==> src/rtl/student_led_afterglow.sv <==
// Afterglow output stage: lit LEDs jump to full brightness, dark LEDs fade out
// linearly on a prescaled tick, and each channel is driven through 8-bit PWM.
module student_led_afterglow #(
  parameter int NumLeds = 8,
  parameter int PrescW  = 16
) (
  input  logic               clk_i,
  input  logic               rst_i,
  input  logic               en_i,
  input  logic [NumLeds-1:0] led_i,
  input  logic [PrescW-1:0]  fade_div_i,
  input  logic [7:0]         decay_i,
  output logic [NumLeds-1:0] led_o,
  output logic               fade_tick_o
);

  logic [PrescW-1:0]  presc_q, presc_d;
  logic [7:0]         pwm_cnt_q, pwm_cnt_d;
  logic [7:0]         bright_q [NumLeds];
  logic [7:0]         bright_d [NumLeds];
  logic [NumLeds-1:0] led_q, led_d;
  logic               fade_tick;

  // The >= compare keeps a lowered terminal value from being skipped mid-count.
  always_comb begin
    fade_tick = en_i & (presc_q >= fade_div_i);
    presc_d   = '0;
    pwm_cnt_d = '0;
    if (en_i) begin
      pwm_cnt_d = pwm_cnt_q + 8'd1;
      if (!fade_tick) begin
        presc_d = presc_q + 1'b1;
      end
    end
  end

  // Relight wins over a fade tick; the decrement saturates at zero.
  always_comb begin
    for (int i = 0; i < NumLeds; i++) begin
      bright_d[i] = bright_q[i];
      led_d[i]    = en_i & ((bright_q[i] == 8'hFF) | (bright_q[i] > pwm_cnt_q));
      if (!en_i) begin
        bright_d[i] = '0;
      end else if (led_i[i]) begin
        bright_d[i] = 8'hFF;
      end else if (fade_tick) begin
        bright_d[i] = (bright_q[i] > decay_i) ? (bright_q[i] - decay_i) : 8'd0;
      end
    end
  end

  always_ff @(posedge clk_i or posedge rst_i) begin
    if (rst_i) begin
      presc_q   <= '0;
      pwm_cnt_q <= '0;
      led_q     <= '0;
      for (int i = 0; i < NumLeds; i++) begin
        bright_q[i] <= '0;
      end
    end else begin
      presc_q   <= presc_d;
      pwm_cnt_q <= pwm_cnt_d;
      led_q     <= led_d;
      for (int i = 0; i < NumLeds; i++) begin
        bright_q[i] <= bright_d[i];
      end
    end
  end

  assign led_o       = led_q;
  assign fade_tick_o = fade_tick;

endmodule

==> config.mk <==
export PLATFORM = sky130hd
export DESIGN_NAME = student_led_afterglow
export DESIGN_NICKNAME = d
export VERILOG_FILES = /design/src/rtl/student_led_afterglow.sv
export SDC_FILE = /design/constraint.sdc
export NUM_CORES = 1
export LEC_CHECK = 0
export BUFFER_PORTS_ARGS = -buffer_cell sky130_fd_sc_hd__buf_2
export CORE_UTILIZATION = 30
export CTS_BUF_LIST = sky130_fd_sc_hd__clkbuf_8
export DETAILED_ROUTE_END_ITERATION = 10
export GPL_TIMING_DRIVEN = 0
export PLACE_DENSITY = 0.44
export SLEW_MARGIN = 20
export SYNTH_ARGS = -nofsm -noshare
export SYNTH_HDL_FRONTEND = slang
export SYNTH_SLANG_ARGS = --single-unit
==> constraint.sdc <==
create_clock -name clk_i -period 3.2 [get_ports clk_i]
set_input_delay 0 -clock clk_i [delete_from_list [all_inputs] [get_ports clk_i]]
set_output_delay 0 -clock clk_i [all_outputs]
set_load 0.03 [all_outputs]
## Word level (Yosys, flattened, before mapping)

Index checks and enable logic that the tools add are counted.

| storage, ports and cells | value |
|---|---|
| flip-flop bits (word level) | 96 |
| bits of input ports | 35 |
| output and inout bits | 9 |
| word-level logic and storage cells | 106 |

| cells by class | value |
|---|---|
| add/sub/neg operators | 10 |
| $lt $le $gt $ge | 17 |
| eq/ne operators | 16 |
| mux-type cells | 35 |
| bitwise logic cells | 17 |

Operators by type and width:

| operator | count |
|---|---|
| 8-bit two-way mux | 33 |
| 8-bit greater-than comparator | 16 |
| 8-bit equality test (second input constant) | 8 |
| 8-bit subtractor | 8 |
| 16-bit two-way mux | 2 |
| 3-bit by 1-bit != test with 1-bit output (second input constant) | 8 |
| 16-bit by 1-bit adder with 16-bit output (second input constant) | 1 |
| 16-bit greater-or-equal comparator | 1 |
| 1-bit bitwise AND | 9 |
| 8-bit by 1-bit adder with 8-bit output (second input constant) | 1 |
| 1-bit bitwise OR | 8 |

## Depth between registers and ports, before layout

| depth | value |
|---|---|
| depth after elaboration | 5 |
| gate-level depth with buffers | 11 |

## Worst setup path before layout

Ideal clock, no wire load.

| path | value |
|---|---|
| path type | flip-flop to flip-flop |
| start | register presc_q[9] |
| end | register bright_q[1] (netlist name) |
| arrival time | 2.287 ns |
| required time | 3.074 ns |
| path slack | 0.787 ns |
| cell stages (with the launch flop) | 10 |
| path buffers | 2 |
| period minus slack after synthesis | 2.413 ns |
| cells stage by stage | dfrtp_1 > ha_1 > a21o_1 > a221o_1 > a211oi_2 > o21ai_2 > buf_6 > and3_1 > clkbuf_2 > a221o_1 |

| on the way | value |
|---|---|
| longest elaborated chain between the ends | 3 |

Ends and longest elaborated chain:

| what | line | text |
|---|---|---|
| start: declaration | 17 | `logic [PrescW-1:0] presc_q, presc_d;` |
| start signal: assignment | 61 | `presc_q <= presc_d;` |
| 16-bit greater-or-equal comparator | 26 | `fade_tick = en_i & (presc_q >= fade_div_i);` |
| 1-bit bitwise AND | 26 |  |
| 3-bit by 1-bit != test with 1-bit output (no line) | n/a |  |
| end signal: indexed assignment | 65 | `bright_q[i] <= bright_d[i];` |
| end: declaration | 19 | `logic [7:0] bright_q [NumLeds];` |

Every way passes these cells.
A chain may end at the register's enable or synchronous reset.

## Worst setup path in the final report

| path | value |
|---|---|
| start | register presc_q[11] |
| end | register bright_q[1] (netlist name) |

Same word-level chain as after synthesis.

==> impl_results.md <==
- Highest Signal Layer: met4
- Floorplan die area: 29000 um2
- Total of fill cells in the finished design: 2901
- Cell Area, Placed: 9220 um2
- Clock latency of the later-clocked register in the worst-skew pair: 0.40 ns
- Fraction of power spent switching nets: 36.2%
- Power share of the clock group: 26.1%
- Cell internal power dissipation: 2.20 mW
- Die span in y: 170 um
- Worst setup slack after layout: between 0.2 and 0.25 ns
- First-pass GRT wire length: just over 40000 um
- Via count of the first global-routing pass: 7232
- Setup tns final: 0 ns
- Normalized max-slew margin: 22.6%
- Worst Hold Class: primary input to asynchronous set/reset pin
- Cell count after placement: around 1300
- Leak pwr: 4.43 nW
- Outcome: completed
- Final core utilization: between 30 and 40%
- Netlist area before placement: 8500 um2
- Port buffer count: 43
- Minimum period implied by the final worst setup slack: just under 3 ns
- Mean instance size in the synthesized netlist: between 9 and 10 um2
- Proportion of layout cells with a drive suffix above 1: under 10%
- Syn nets: 1086
- Flip-flop and latch count after synthesis: 96
- Antenna violations before repair: 0
- Kind of critical path: flip-flop to flip-flop
- Post-route fraction of the period consumed by the critical path: 92.6%
- Sequential cell area fraction in the yosys report: 28.3%
- CTS tree: yes
- WP data arrival: 3.24 ns
- Data required time of the worst path: 3.48 ns
- Number of nets at the end of the flow: 1149
- Maximum level of the CTS H-tree: 3
- Pre-Repair DR Iteration Count: 4
- Clock slew seen by the registers of the worst setup and hold paths: around 0.1 ns
- Global routing usage summed across all routing layers: a little under a fifth
- CTS max path bufs: 2
- Number of synthesized flops with an enable pin: 0
- Clock root buffer: sky130_fd_sc_hd__clkbuf_8
- Sequential group share of total power: 40.4%
- Total power: about 3.4 mW
- Max IR drop VDD: 0.164 mV
- Met2 wirelength from detailed routing: approximately 11000 um
- Pin count of the biggest net entering global routing: a little over 60
- Remaining global-route overflow: 0
- Yosys synthesis warning count: 0
- Synth cell types: 56
- Cell Rows: a little over 60
- Number of antenna cells inserted: 0
- # Max-Cap Violations: 0
- Pre-CTS setup slack: -0.262 ns
- Startpoint type of the worst setup path: flip-flop
- Maximum fanout encountered on the critical timing path: 10
- Transition at the pin with the smallest max-transition slack: 1.16 ns
- Average wire per cell in the routed design: between 15 and 20 um
- Unrepaired setup endpoints after global routing: false
- Effective utilization at floorplan: 30.5%
- Met3 wire length: between 900 and 1000 um
- Final-report hold violation count: 0
- Post-route DRC violation count: 0
- Post-DRT Antenna Nets: 0
- DIE WIDTH: approximately 170 um
- Commonest register cell after synthesis: sky130_fd_sc_hd__dfrtp_1
- Relative contribution of combinational cells to total power: 33.5%
- Via count of the routed design: 7128
- Number of buffers created by CTS: 9
- Post-Layout Cell Count: 1343
- Switching pwr: ~1.2 mW
- Power density of the placed cells: 362 nW/um2
- Total non-filler cell area in the finished layout: roughly 9500 um2
- Critical path capture point type: flip-flop
- Worst hold margin: 0.163 ns
- Violation count after the first detailed-route iteration: 322
- Number of primary I/O pins: 44
- Setup-failing EPs final: 0
- Share of synthesized flip-flops with an asynchronous set or reset: 100%
- Number of max-slew violations in the final report: 0
- Vias per inst: 5.31
- Layout Area Growth over Synthesis: 11.8%
- Synthesized instance count: 897
- Detail Placement HPWL: 17400 um
- Total wirelength of the detailed-routed design: 25000 um
- Worst-case clock skew: roughly 0.017 ns
- Peak Freq: between 0.3 and 0.4 GHz
- Sinks on the clock net: 96
- GPL Wtd Cong: 0.800
- Standard cell core area: 27900 um2
- Met1 Wirelength: about 12000 um
## cells by family after synthesis
family / Yosys count / share of synthesized area (%)
flops: 96 / 28.3
compound gates: 223 / 20.5
mux: 7 / 0.854
simple gates: 267 / 16.7
buf+inv: 92 / 4.39
xor+xnor: 58 / 5.98
fa+ha+maj: 154 / 23.4
## synthesized netlist by cell type (4+ instances only)
master / instances / area [um2]
sky130_fd_sc_hd__o22ai_1: 5 / 31.3
sky130_fd_sc_hd__a211oi_1: 11 / 82.6
sky130_fd_sc_hd__nor2b_1: 15 / 93.8
sky130_fd_sc_hd__nor3b_1: 10 / 75.1
sky130_fd_sc_hd__and2_1: 16 / 100
sky130_fd_sc_hd__a21o_1: 23 / 173
sky130_fd_sc_hd__nor3_1: 11 / 55.1
sky130_fd_sc_hd__o22a_1: 5 / 43.8
sky130_fd_sc_hd__fa_1: 8 / 160
sky130_fd_sc_hd__nor4_1: 11 / 68.8
sky130_fd_sc_hd__a31oi_1: 9 / 56.3
sky130_fd_sc_hd__xor2_1: 27 / 236
sky130_fd_sc_hd__buf_1: 9 / 33.8
sky130_fd_sc_hd__mux2i_1: 5 / 50.1
sky130_fd_sc_hd__nand2_1: 28 / 105
sky130_fd_sc_hd__dfrtp_1: 96 / 2400
sky130_fd_sc_hd__nand4b_1: 4 / 35.0
sky130_fd_sc_hd__a221o_1: 62 / 621
sky130_fd_sc_hd__xnor2_1: 31 / 272
sky130_fd_sc_hd__and3_1: 13 / 81.3
sky130_fd_sc_hd__nand4_1: 37 / 231
sky130_fd_sc_hd__nand2b_1: 4 / 25.0
sky130_fd_sc_hd__nor2_1: 68 / 255
sky130_fd_sc_hd__a21oi_1: 33 / 165
sky130_fd_sc_hd__inv_1: 69 / 259
sky130_fd_sc_hd__o21bai_1: 8 / 60.1
sky130_fd_sc_hd__o21ai_0: 17 / 85.1
sky130_fd_sc_hd__clkbuf_1: 7 / 26.3
sky130_fd_sc_hd__a2111oi_0: 10 / 87.6
sky130_fd_sc_hd__o2111ai_1: 6 / 52.6
sky130_fd_sc_hd__ha_1: 146 / 1830
sky130_fd_sc_hd__o21a_1: 17 / 128
sky130_fd_sc_hd__nand3_1: 37 / 185
## registers in the layout, indices dropped and copies added, names as in the netlist
register / count
presc_q: 16
pwm_cnt_q: 8
bright_q: 64
led_o: 8
## power by group through the flow
stage	sequential [mW]	combinational, mW	clock [mW]
finish	1.39	1.15	0.901
CTS	1.39	1.16	0.940
floorplan	1.40	0.853	0
detailed placement	1.41	1.15	0
global route	1.40	1.31	0.986
global placement	1.42	1.14	0
## per-layer routing
layer | global-route usage, % | vias up
met3 | 2.91 | 31
met1 | 24.3 | 3419
met5 | 0 | -
met4 | 5.84 | 0
met2 | 30.2 | 129
li1 | - | 3549
## worst paths after layout
| path | from | endpoint | slack, ns | cells past startpoint |
|---|---|---|---|---|
| max reg2reg | presc_q[11]$_DFF_PP0_ | bright_q[1]$_DFFE_PP0P_ | 0.24 | 9 |
| min in group clk_i | led_i[2] | bright_q[41]$_DFFE_PP0P_ | 0.18 | 3 |
| min reg2reg | presc_q[0]$_DFF_PP0_ | presc_q[0]$_DFF_PP0_ | 0.55 | 1 |
| max in group asynchronous | rst_i | bright_q[7]$_DFFE_PP0P_ | 2.39 | 4 |
| max | presc_q[11]$_DFF_PP0_ | bright_q[1]$_DFFE_PP0P_ | 0.24 | 9 |
| min | rst_i | bright_q[21]$_DFFE_PP0P_ | 0.16 | 3 |
## layout make-up
type | count | area [um2] | share of cell area [%]
inverters | 69 | 264 | 2.78
clock buffers | 11 | 151 | 1.59
well taps | 378 | 473 | 4.97
plain buffers | 23 | 114 | 1.20
multi-input cells | 709 | 5740 | 60.3
repair buffers | 52 | 310 | 3.26
flip-flops and latches | 96 | 2400 | 25.3
clock inverters | 5 | 55.1 | 0.579
## layout by cell type, fill, tap and decap left out, drive strengths merged, types with 12 or more instances in the layout
| cell type | instances |
|---|---|
| xnor2 | 31 |
| a21o | 23 |
| inv | 71 |
| nand3 | 37 |
| and2 | 17 |
| and3 | 15 |
| xor2 | 27 |
| nor2b | 15 |
| ha | 146 |
| a221o | 62 |
| dfrtp | 96 |
| nand2 | 28 |
| buf | 63 |
| nor2 | 69 |
| a211oi | 12 |
| o21a | 17 |
| a21oi | 33 |
| o21ai | 18 |
| clkbuf | 20 |
| nand4 | 37 |
## timing repair
item	CTS	global route
gates resized for setup	1	1
hold endpoints to repair	54	0
endpoints found under the setup margin	62	52
pin swaps	1	0
setup buffers	5	0
hold buffers	3	0
## critical path: stages, from the launching register on
cell                       delay [ns]
sky130_fd_sc_hd__dfrtp_1         0.46
sky130_fd_sc_hd__ha_1            0.32
sky130_fd_sc_hd__and2_0          0.16
sky130_fd_sc_hd__a221o_1         0.30
sky130_fd_sc_hd__a211oi_2        0.39
sky130_fd_sc_hd__o21ai_2         0.27
sky130_fd_sc_hd__buf_6           0.23
sky130_fd_sc_hd__and3_1          0.17
sky130_fd_sc_hd__clkbuf_2        0.16
sky130_fd_sc_hd__a221o_1         0.37
No activity file was read; power rests on OpenSTA's default activity.
